--- src/rtl/led_count_scheduler.sv ---
// ---------------------------------------------------------------------------
// led_count_scheduler
//   Shares one LED counting datapath between two requesters. Requests are
//   arbitrated round-robin. The owner's run counts 0..MAX_COUNT, advancing on
//   a slow tick divided down from clk30, and ends with a one-cycle done pulse
//   on the owner's bit. Dropping the owner's request mid-run aborts the run.
//
//   Optional feature macro: SCHED_PAUSE_EN (adds the pause input).
//
// Ports
//   clk30  in   system clock
//   rst_n  in   asynchronous active-low reset
//   req    in   [1:0] level requests, debounced, synchronous to clk30
//   grant  out  [1:0] one-hot datapath owner, 0 when idle
//   count  out  [COUNT_W-1:0] current count value
//   tick   out  one-cycle strobe in the last prescaler cycle of each tick
//   busy   out  high whenever the controller is not idle
//   done   out  [1:0] one-cycle pulse on the owner's bit at run completion
//   pause  in   (SCHED_PAUSE_EN only) freezes an active run while high
// ---------------------------------------------------------------------------
module led_count_scheduler #(
  parameter int CLK_HZ    = 30000000,
  parameter int TICK_HZ   = 4,
  parameter int COUNT_W   = 4,
  parameter int MAX_COUNT = 15
) (
  input  logic               clk30,
  input  logic               rst_n,
  input  logic [1:0]         req,
  output logic [1:0]         grant,
  output logic [COUNT_W-1:0] count,
  output logic               tick,
  output logic               busy,
  output logic [1:0]         done
`ifdef SCHED_PAUSE_EN
  ,
  input  logic               pause
`endif
);

  localparam int TICK_DIV = CLK_HZ / TICK_HZ;
  localparam int PRESC_W  = $clog2(TICK_DIV);
  localparam logic [PRESC_W-1:0] PRESC_LAST = PRESC_W'(TICK_DIV - 1);
  localparam logic [COUNT_W-1:0] COUNT_LAST = COUNT_W'(MAX_COUNT);

  // Plain 2-bit codes so the unused encoding is representable and recoverable.
  localparam logic [1:0] ST_IDLE = 2'd0;
  localparam logic [1:0] ST_RUN  = 2'd1;
  localparam logic [1:0] ST_DONE = 2'd2;

  logic [1:0]         r_state, w_state_nxt;
  logic [1:0]         r_grant, w_grant_nxt;
  logic [COUNT_W-1:0] r_count, w_count_nxt;
  logic [PRESC_W-1:0] r_presc, w_presc_nxt;
  logic               r_prio,  w_prio_nxt;
  logic               r_tick,  w_tick_nxt;
  logic [1:0]         r_done,  w_done_nxt;
  logic [1:0]         w_arb;
  logic               w_pause;
  logic               w_abort;
  logic               w_wrap;

`ifdef SCHED_PAUSE_EN
  assign w_pause = pause;
`else
  assign w_pause = 1'b0;
`endif

  // Owner lost its request; the other requester's level is ignored in RUN.
  assign w_abort = ((req & r_grant) == 2'b00);
  // Prescaler expiry that actually advances the run (frozen while paused).
  assign w_wrap  = (r_presc == PRESC_LAST) && !w_pause;

  // Round-robin pick; r_prio names the requester favoured on contention.
  always_comb begin
    case (req)
      2'b01:   w_arb = 2'b01;
      2'b10:   w_arb = 2'b10;
      2'b11:   w_arb = r_prio ? 2'b10 : 2'b01;
      default: w_arb = 2'b00;
    endcase
  end

  // State register
  always_ff @(posedge clk30 or negedge rst_n) begin
    if (!rst_n) r_state <= ST_IDLE;
    else        r_state <= w_state_nxt;
  end

  // Next-state logic
  always_comb begin
    w_state_nxt = ST_IDLE;
    case (r_state)
      ST_IDLE: w_state_nxt = (req != 2'b00) ? ST_RUN : ST_IDLE;
      ST_RUN: begin
        if (w_abort)                               w_state_nxt = ST_IDLE;
        else if (w_wrap && (r_count == COUNT_LAST)) w_state_nxt = ST_DONE;
        else                                       w_state_nxt = ST_RUN;
      end
      ST_DONE: w_state_nxt = ST_IDLE;
      default: w_state_nxt = ST_IDLE;
    endcase
  end

  // Output logic: next values of the registered outputs and datapath
  always_comb begin
    w_grant_nxt = r_grant;
    w_count_nxt = r_count;
    w_presc_nxt = r_presc;
    w_prio_nxt  = r_prio;
    w_done_nxt  = 2'b00;
    case (r_state)
      ST_IDLE: begin
        w_grant_nxt = w_arb;
        w_count_nxt = '0;
        w_presc_nxt = '0;
      end
      ST_RUN: begin
        if (w_abort) begin
          w_grant_nxt = 2'b00;
          w_count_nxt = '0;
          w_presc_nxt = '0;
          w_prio_nxt  = ~r_grant[1];
        end else if (w_pause) begin
          w_presc_nxt = r_presc;
        end else if (w_wrap) begin
          w_presc_nxt = '0;
          if (r_count == COUNT_LAST) w_done_nxt  = r_grant;
          else                       w_count_nxt = r_count + COUNT_W'(1);
        end else begin
          w_presc_nxt = r_presc + PRESC_W'(1);
        end
      end
      ST_DONE: begin
        w_grant_nxt = 2'b00;
        w_count_nxt = '0;
        w_presc_nxt = '0;
        w_prio_nxt  = ~r_grant[1];
      end
      default: begin
        w_grant_nxt = 2'b00;
        w_count_nxt = '0;
        w_presc_nxt = '0;
      end
    endcase
    // tick is registered, so it is raised on the edge that loads the last
    // prescaler value; a frozen prescaler never shows a tick.
    w_tick_nxt = (w_state_nxt == ST_RUN) && (w_presc_nxt == PRESC_LAST) && !w_pause;
  end

  // Registered outputs and datapath
  always_ff @(posedge clk30 or negedge rst_n) begin
    if (!rst_n) begin
      r_grant <= 2'b00;
      r_count <= '0;
      r_presc <= '0;
      r_prio  <= 1'b0;
      r_tick  <= 1'b0;
      r_done  <= 2'b00;
    end else begin
      r_grant <= w_grant_nxt;
      r_count <= w_count_nxt;
      r_presc <= w_presc_nxt;
      r_prio  <= w_prio_nxt;
      r_tick  <= w_tick_nxt;
      r_done  <= w_done_nxt;
    end
  end

  assign grant = r_grant;
  assign count = r_count;
  assign tick  = r_tick;
  assign done  = r_done;
  assign busy  = (r_state != ST_IDLE);

endmodule

--- config.mk ---
export PLATFORM = sky130hd
export DESIGN_NAME = led_count_scheduler
export DESIGN_NICKNAME = d
export VERILOG_FILES = /design/src/rtl/led_count_scheduler.sv
export SDC_FILE = /design/constraint.sdc
export NUM_CORES = 1
export LEC_CHECK = 0
export CORE_MARGIN = 2
export CORE_UTILIZATION = 25
export CTS_CLUSTER_DIAMETER = 40
export CTS_CLUSTER_SIZE = 25
export DETAILED_ROUTE_END_ITERATION = 12
export HOLD_SLACK_MARGIN = 0.08
export PLACE_DENSITY = 0.41
export SLEW_MARGIN = 25
export SYNTH_ARGS = -nofsm -noshare
export SYNTH_HDL_FRONTEND = slang
export SYNTH_SLANG_ARGS = --single-unit
export TNS_END_PERCENT = 20
--- constraint.sdc ---
create_clock -name clk30 -period 5 [get_ports clk30]
set_input_delay 1 -clock clk30 [delete_from_list [all_inputs] [get_ports clk30]]
set_output_delay 1 -clock clk30 [all_outputs]
set_load 0.01 [all_outputs]
==> impl_metrics.tcl <==
set metrics [dict create \
    status "finished, final reports clean" \
    criticalPathCategory "in -> reg" \
    reg2reg_to "tick$_DFF_PN0_" \
    async_flop_share_pct 100 \
    r2r_slack_ns 2.60 \
    synth.top_cell.area_share_pct 45.0 \
    worstMarginPinSlew_ns 0.808 \
    ys_types 41 \
    port-buffer-count 13 \
    syn_nets 209 \
    leakage_nw 0.851 \
    cp-startpoint "req[0]" \
    fin_util_pct 29.6 \
    cts-root-buf "clkbuf_8" \
    drive_above_1_share_pct 9.22 \
    clock_sinks 35 \
    yosys_warnings 0 \
    vias 1496 \
    synth_edf_count 0 \
    setup_violations 0 \
    ant_nets 0 \
    synth.area.top_cells "dfrtp_1, xnor2_1, nor2_1" \
    fmax_mhz 379 \
    synthCells 203 \
    instances_no_fill 319 \
    ys_seq_area_share_pct 45.0 \
    cts_buffer_depth 2 \
    cp.required_ns 5.22 \
    h-tree-depth 2 \
    clock-skew-final_ns 0.00423 \
    dpl.hpwl_um 3110 \
    switchingPower_mw 0.180 \
    routabilityCongestion 0.732 \
    layout_min_cycle_time_ns 2.64 \
    p_clk_share_pct 35.5 \
    chipHeight_um 92.2 \
    wirelength_um 4400 \
    maxUsedRoutingLayer "met4" \
    first_pass_iters 4 \
    ys_ff_latch 35 \
    powerDensity_nw_per_um2 285 \
    drv_slew 0 \
    num_io_pins 14 \
    hold_class "reg -> reg" \
    intPower_mw 0.467 \
    worstSkewPairLatency_ns 0.29 \
    numPlacedInstances 311 \
    synthTopCellsByCount "dfrtp_1, nor2_1, nand2_1" \
    hold_violations 0 \
    path_clk_slew_ns 0.07 \
    ir_worst_vdd_v 0.0000957 \
    core_um2 7650 \
    grt-ovfl-total 0 \
    wire_per_inst_um 13.8 \
    arrival_ns 2.86 \
    grt_pass1_vias 1474 \
    nets 222 \
    grt_pass1_wl_um 7620 \
    drt_iter0_drc 47 \
    syn_to_final_growth_pct 16.5 \
    drt-met1-wl_um 2310 \
    cts-hold-fix-buffers 0 \
    diodes 0 \
    cts_tree "yes" \
    fillCellCount 792 \
    relSlewSlack_pct 46.0 \
    total_power_mw 0.647 \
    rsz0062_at_grt "false" \
    met3_length_um 139 \
    synth_top_area_cell "dfrtp_1" \
    viasPerCell 4.69 \
    startpoint_type "primary input" \
    swShare_pct 27.9 \
    endpoint_kind "flip-flop" \
    cp_max_fo 8 \
    syn_area_per_cell_um2 9.59 \
    p_comb_share_pct 15.0 \
    die-area_um2 8510 \
    postCtsSetupRepairBufs 0 \
    drc 0 \
    setup-tns-final_ns 0 \
    reg2regPathDepth 7 \
    antenna_found_initial 0 \
    synth_flop_cell "dfrtp_1" \
    reg2reg_from "r_presc[0]$_DFF_PN0_" \
    grt_use_total_pct 11.5 \
    period_share_pct 52.8 \
    synth_area_um2 1950 \
    die_w_um 92.2 \
    setup_ws_ns 2.36 \
    dpl_worst_slack_ns 2.01 \
    initial_utilization_pct 25.5 \
    core.rowCount 32 \
    grt_max_degree 36 \
    cts_buffers 5 \
    wl_met2_um 1890 \
    sequentialPowerShare_pct 49.5 \
    drv_cap 0 \
    ctsResizeCount 0 \
    crit_end "tick$_DFF_PN0_" \
]
## worst max-delay path, cell delays in order
cell             delay, ns
clkdlybuf4s50_1       0.54
a22o_1                0.18
nand3b_1              0.27
nor4_1                0.30
nand2_1               0.09
nor4b_2               0.24
and4b_1               0.24
## flip-flops by register name (all words and copies together), names as in the netlist
signal	cells
tick	1
grant	2
count	4
r_state	2
r_presc	23
r_prio	1
done	2
## logic make-up (layout without fill, tap and decap cells)
| group | after synthesis | count (layout) | synth area share (%) |
|---|---|---|---|
| and+or+nand+nor | 104 | 104 | 30.8 |
| DFF | 35 | 35 | 45.0 |
| xor gates and xnor gates | 26 | 26 | 11.7 |
| AOI/OAI and AO/OA | 22 | 22 | 7.52 |
| buffers and inverters | 12 | 26 | 2.64 |
| adders and majority gates | 2 | 2 | 1.29 |
| muxes | 2 | 2 | 1.03 |
## layout by cell type, fill, tap and decap left out, types with 3 or more instances in the layout
master | netlist | layout
a21oi_1 | 4 | 4
nand2_1 | 17 | 17
o21ai_0 | 5 | 5
nand3_1 | 9 | 9
dfrtp_1 | 35 | 35
nor4b_1 | 3 | 3
xnor2_1 | 16 | 16
nor4_1 | 3 | 3
nand4_1 | 5 | 5
clkdlybuf4s50_1 | 0 | 12
and3_1 | 4 | 4
inv_1 | 5 | 5
nor3b_1 | 3 | 3
nor2_1 | 35 | 35
xor2_1 | 10 | 10
clkbuf_8 | 0 | 7
nor3_1 | 3 | 3
## area by class of cell
class | count | area (um2) | area share (%)
Timing Repair Buffer | 13 | 125 | 5.52
Clock buffer | 8 | 100 | 4.42
Inverter | 5 | 18.8 | 0.828
Tap cell | 102 | 128 | 5.63
Multi-Input combinational cell | 156 | 1020 | 45.0
Sequential cell | 35 | 876 | 38.6
## through the flow
step                      hold slack [ns]  cell area, um2
after global routing                0.540            2270
after floorplan                     0.467            1950
after CTS                           0.518            2270
final                               0.524            2270
after global placement              0.507            2170
after detailed placement            0.505            2170
## per-layer routing
metal  GRT usage (%)  vias to the layer above
li1                -                      734
met1            17.1                      731
met2            16.0                       24
met3            2.71                        7
met4            4.48                        0
met5               0                        -
## worst min path at each step
stage / from / end / slack [ns] / depth (start not counted)
2_1_floorplan: r_presc[0]$_DFF_PN0_ / r_presc[0]$_DFF_PN0_ / 0.47 / 1
4_1_cts: r_presc[0]$_DFF_PN0_ / r_presc[0]$_DFF_PN0_ / 0.52 / 1
3_5_place_dp: r_presc[0]$_DFF_PN0_ / r_presc[0]$_DFF_PN0_ / 0.51 / 1
3_3_place_gp: r_presc[0]$_DFF_PN0_ / r_presc[0]$_DFF_PN0_ / 0.51 / 1
6_report: r_presc[0]$_DFF_PN0_ / r_presc[0]$_DFF_PN0_ / 0.52 / 1
5_1_grt: r_presc[0]$_DFF_PN0_ / r_presc[0]$_DFF_PN0_ / 0.54 / 1
## power by group through the flow
stage | clock (mW) | sequential (mW) | combinational (mW)
6_report | 0.230 | 0.320 | 0.0969
2_1_floorplan | 0 | 0.322 | 0.0559
4_1_cts | 0.238 | 0.320 | 0.100
3_3_place_gp | 0 | 0.325 | 0.101
3_5_place_dp | 0 | 0.325 | 0.0998
5_1_grt | 0.250 | 0.322 | 0.108
No activity file was read; power rests on OpenSTA's default activity.
